$ cat src/rtl/fifo_pkg.sv
`default_nettype none
// ============================================================================
// Module   : fifo_pkg
// Purpose  : Shared defaults for the synchronous FIFO and its stream drain.
// Revision : 1.0 - initial release
// ============================================================================
package fifo_pkg;

    localparam int c_fifo_width        = 8;
    localparam int c_fifo_depth        = 16;
    localparam int c_almost_full_thr   = c_fifo_depth - 2;
    localparam int c_almost_empty_thr  = 2;

    typedef logic [1:0] occ_t;

    typedef struct packed {
        logic inflight;
        logic drop;
    } rd_flags_t;

    // A new read may start only if the buffer still has room once the word
    // already in flight lands and this cycle's pop frees its slot.
    function automatic logic can_issue(
        input occ_t occ,
        input logic inflight,
        input logic pop
    );
        logic [2:0] w_level;
        w_level = {1'b0, occ} + {2'b00, inflight} - {2'b00, pop};
        return (w_level < 3'd2);
    endfunction

endpackage
`default_nettype wire

$ cat src/rtl/stream_buf2.sv
`default_nettype none
// ============================================================================
// Module   : stream_buf2
// Purpose  : Two-entry ping-pong buffer with push/pop/clear and occupancy.
// Revision : 1.0 - initial release
// ============================================================================
module stream_buf2
    import fifo_pkg::*;
#(
    parameter int WIDTH = c_fifo_width
) (
    input  logic             i_clk,
    input  logic             i_rst,
    input  logic             i_clear,
    input  logic             i_push,
    input  logic [WIDTH-1:0] i_push_data,
    input  logic             i_pop,
    output occ_t             o_occ,
    output logic [WIDTH-1:0] o_head
);

    logic [WIDTH-1:0] r_entry0;
    logic [WIDTH-1:0] r_entry1;
    logic             r_head_ptr;
    logic             r_tail_ptr;
    occ_t             r_occ;

    // Clear wins over push/pop so a flush leaves the buffer strictly empty.
    always_ff @(posedge i_clk or posedge i_rst) begin
        if (i_rst) begin
            r_entry0   <= '0;
            r_entry1   <= '0;
            r_head_ptr <= 1'b0;
            r_tail_ptr <= 1'b0;
            r_occ      <= '0;
        end else if (i_clear) begin
            r_head_ptr <= 1'b0;
            r_tail_ptr <= 1'b0;
            r_occ      <= '0;
        end else begin
            if (i_push) begin
                if (r_tail_ptr) begin
                    r_entry1 <= i_push_data;
                end else begin
                    r_entry0 <= i_push_data;
                end
                r_tail_ptr <= ~r_tail_ptr;
            end
            if (i_pop) begin
                r_head_ptr <= ~r_head_ptr;
            end
            r_occ <= r_occ + occ_t'(i_push) - occ_t'(i_pop);
        end
    end

    assign o_occ  = r_occ;
    assign o_head = r_head_ptr ? r_entry1 : r_entry0;

endmodule
`default_nettype wire

$ cat src/rtl/fifo_stream_reader.sv
`default_nettype none
// ============================================================================
// Module   : fifo_stream_reader
// Purpose  : Drains a read-strobe FIFO into a valid/ready stream, with flush.
// Revision : 1.0 - initial release
// ============================================================================
module fifo_stream_reader
    import fifo_pkg::*;
#(
    parameter int WIDTH = c_fifo_width,
    parameter int CNT_W = 16
) (
    input  logic             i_clk,
    input  logic             i_rst,
    input  logic             i_fifo_empty,
    input  logic [WIDTH-1:0] i_fifo_data,
    output logic             o_fifo_re,
    input  logic             i_flush,
    output logic             o_valid,
    input  logic             i_ready,
    output logic [WIDTH-1:0] o_data,
    output logic [CNT_W-1:0] o_words,
    output logic             o_busy
);

    rd_flags_t        r_rd;
    logic [CNT_W-1:0] r_words;
    occ_t             w_occ;
    logic [WIDTH-1:0] w_head;
    logic             w_valid;
    logic             w_pop;
    logic             w_push;
    logic             w_re;

    assign w_valid = (w_occ != 2'd0);
    assign w_pop   = w_valid && i_ready;
    assign w_push  = r_rd.inflight && !r_rd.drop && !i_flush;
    assign w_re    = !i_rst && !i_flush && !i_fifo_empty
                     && can_issue(w_occ, r_rd.inflight, w_pop);

    stream_buf2 #(
        .WIDTH (WIDTH)
    ) u_buf (
        .i_clk       (i_clk),
        .i_rst       (i_rst),
        .i_clear     (i_flush),
        .i_push      (w_push),
        .i_push_data (i_fifo_data),
        .i_pop       (w_pop),
        .o_occ       (w_occ),
        .o_head      (w_head)
    );

    // A pop coinciding with a flush is discarded along with the buffer.
    always_ff @(posedge i_clk or posedge i_rst) begin
        if (i_rst) begin
            r_rd    <= '0;
            r_words <= '0;
        end else begin
            r_rd.inflight <= w_re;
            r_rd.drop     <= i_flush && r_rd.inflight;
            if (w_pop && !i_flush) begin
                r_words <= r_words + CNT_W'(1);
            end
        end
    end

    assign o_fifo_re = w_re;
    assign o_valid   = w_valid;
    assign o_data    = w_head;
    assign o_words   = r_words;
    assign o_busy    = w_valid || r_rd.inflight;

endmodule
`default_nettype wire

$ cat config.mk
export PLATFORM = sky130hd
export DESIGN_NAME = fifo_stream_reader
export DESIGN_NICKNAME = d
export VERILOG_FILES = /design/src/rtl/fifo_pkg.sv /design/src/rtl/stream_buf2.sv /design/src/rtl/fifo_stream_reader.sv
export SDC_FILE = /design/constraint.sdc
export NUM_CORES = 1
export LEC_CHECK = 0
export CORE_ASPECT_RATIO = 1.1
export CORE_MARGIN = 2
export CORE_UTILIZATION = 25
export CTS_BUF_LIST = sky130_fd_sc_hd__clkbuf_4
export CTS_CLUSTER_DIAMETER = 50
export DETAILED_ROUTE_END_ITERATION = 16
export PLACE_DENSITY = 0.56
export SYNTH_ARGS = -nofsm -noshare
export SYNTH_HDL_FRONTEND = slang
export SYNTH_SLANG_ARGS = --single-unit
$ cat constraint.sdc
create_clock -name i_clk -period 2.51 [get_ports i_clk]
set_input_delay 0.502 -clock i_clk [delete_from_list [all_inputs] [get_ports i_clk]]
set_output_delay 0.502 -clock i_clk [all_outputs]
set_load 0.02 [all_outputs]
==> qor.txt <==
Final Hold Vio Count - 0
Slowest cell delay on critical path - 0.39 ns
Post-synth net total - 153
CP delay by family, top - simple AND/OR/NAND/NOR gates
Final min period - 2.71 ns
Hold Buf Count CTS - 0
Placed cell count - 267
Diodes inserted - 0
Vias in the first global route - 1266
Iter 0 DRT Violations - 30
CP Capture Type - output port
Total of max-cap violations - 0
NetSw - 828 µW
Setup TNS - -0.204 ns
Largest net degree at the start of global routing - 38
Most used cell, CP - buf_4
Crit-path cells - or2_4 -> nand2_2 -> nor2_2 -> buf_4 -> fa_2 -> xor2_2 -> nor4_4 -> buf_4
Post CTS Setup Buffer Count - 0
Average wire per standard cell - 13.3 µm
Switching Share - 0.355
RSZ-0062 raised after global routing - yes
Slew Limit Headroom - 0.670
Gate Count Post-Synth - 136
Worst EP arrival - 2.21 ns
CP Launch Type - register
CP Launch Point - u_buf.o_occ[0]
Starting Density - 0.254
Static leakage - 1.10 nW
Vias/cell - 4.29
Post-layout net count - 206
Vias - 1175
Crit Reg-Reg Startpoint - u_buf.o_occ[0]
Syn-to-layout area delta - 36.2%
Fin cells - 274
CTS Sinks - 38
Final Routed Wirelength - 3640 µm
Primary FF master, synth - dfrtp_1
Worst slew pin tran - 0.495 ns
Die area - 0.00774 mm²
Clk pwr share - 0.130
GP Congestion - 0.670
Max clock buf depth - 2
Number of remaining DRC errors - 0
Worst setup path category - reg -> out
CTS tree - built
Number of synthesized flops with an enable pin - 0
Combinational Power Share - 0.483
Library cells used by synthesis - 29
Sequential power share - 0.388
Final Cycle Share - 1.08
CTS Buf Count - 5
Fillers - 715
Max IR drop VDD - 0.418 mV
Clock root buffer - clkbuf_4
Setup Skew - 0.0125 ns
CP max FO - 2
Cell Pwr Density - 971 mW/mm²
Post-synthesis sequential area ratio - 0.540
Final WS setup - -0.204 ns
Clock-pin slew on the worst setup and hold paths - 0.11 ns
Highest Clock Rate - 368 MHz
Die Span X - 84.0 µm
Max-slew violations - 0
Total iterations of the first detailed-routing run - 3
HPWL after DPL - 2570 µm
Most frequent cells in the layout - 37 x clkdlybuf4s50_1, 36 x dfrtp_1, 25 x mux2_2
GRT Util Overall - 0.101
Mean Syn Cell Area - 13.0 µm²
Setup violators final - 1
Core ar. - 0.00693 mm²
Fin util - 0.346
# port buffers - 39
Gr ovfl total - 0
IO Count - 40
Synth Register Bits - 38
Chip Height - 92.0 µm
Syn. warnings - 0
H-tree depth - 2
Final total power - 2.33 mW
Data required time at the worst endpoint - 2.01 ns
Hold Crit Class - in -> async
Status - complete, but fails checks
Clock insertion delay at the later pin of the skew report - 0.34 ns
Worst path bufs/invs - 2
Initial antenna violation count - 0
CP max-delay cell - dfrtp_1
Internal power - 1.50 mW
Commonest non-fill, non-tap cell in the layout - clkdlybuf4s50_1
Failing checks - negative setup slack
Async SR Flop Fraction - 1.00
First-pass GRT wire length - 6100 µm
Share of cells above drive strength 1 - 0.307
Post-Synthesis Cell Area - 0.00176 mm²
Row cnt - 32
Final antenna-violating net count - 0
worst register-to-register path: cells and delay by family (launching register included):
| kind | cells | cell delay, ns |
|---|---|---|
| adder cells (fa/ha/maj) | 1 | 0.36 |
| buffers and inverters | 1 | 0.13 |
| XOR/XNOR | 1 | 0.16 |
| AND/OR/NAND/NOR | 4 | 0.64 |
| flip-flops | 1 | 0.39 |
stage by stage:
step	hold WS, ns	setup WS [ns]	instance area (µm²)
after floorplan	0.475	0.0379	1780
after global placement	0.473	-0.780	2340
after detailed placement	0.475	-0.814	2340
after CTS	0.354	-0.233	2400
after global routing	0.363	-0.326	2400
final	0.374	-0.204	2400
cell families after synthesis:
family | synth area share
xor+xnor | 0.0994
buf+inv | 0.0156
simple gates | 0.137
flops | 0.540
mux | 0.160
compound gates | 0.0156
fa+ha+maj | 0.0327
power by group through the flow:
stage                     clock, mW  sequential (mW)  combinational, mW
after floorplan                   0            0.920              0.625
after global placement            0            0.910               1.10
after detailed placement          0            0.918               1.11
after CTS                     0.327            0.906               1.15
after global routing          0.353            0.930               1.22
final                         0.302            0.904               1.12
state kept, by name, indices dropped and copies added (netlist names):
register          count
u_buf.r_tail_ptr      1
u_buf.r_entry1        8
u_buf.r_entry0        8
r_rd                  2
u_buf.o_occ           2
u_buf.r_head_ptr      1
o_words              16
path summary, 6_finish.rpt:
kind / endpoint / slack [ns] / cells after the start
max: o_fifo_re / -0.20 / 8
min: r_rd[1] / 0.37 / 2
max reg2reg: r_rd[1] / 0.73 / 7
min reg2reg: o_words[15] / 0.49 / 1
max in group asynchronous: u_buf.r_head_ptr / 1.45 / 3
min in group i_clk: o_words[15] / 0.49 / 1
synth_stat cells (2+ instances only):
cell type  number  area (µm²)
nand4_1         2        12.5
and3_1          3        18.8
xnor2_1        12         105
xor2_1          8        70.1
mux2_2         25         282
dfrtp_1        38         951
ha_1            3        37.5
inv_1           4        15.0
clkbuf_1        2        7.51
nand3_1         5        25.0
nor2_2          2        12.5
nor2_1          8        30.0
nor2b_1         3        18.8
nand2_1         6        22.5
layout make-up:
class                   count  area [µm²]  area share
multi-input cells          91         816       0.340
well taps                  85         106      0.0443
clock buffers               5        37.5      0.0156
repair buffers             49         462       0.192
inverters                   4        15.0     0.00626
clock inverters             2        10.0     0.00417
flip-flops and latches     38         953       0.397
metal layers:
metal	global-route usage	vias to the layer above	routed length, µm	part of all wire
met5	0	-	0	0
met4	0.0323	0	34	0.0093
met3	0.0315	4	154	0.042
met2	0.167	26	1810	0.50
met1	0.126	579	1640	0.45
li1	-	566	-	-
timing repair:
action                                  in CTS  in global routing
gates resized for setup                     11                  1
pin swaps                                    3                  0
endpoints found under the setup margin       1                  9
No activity file was read; power rests on OpenSTA's default activity.
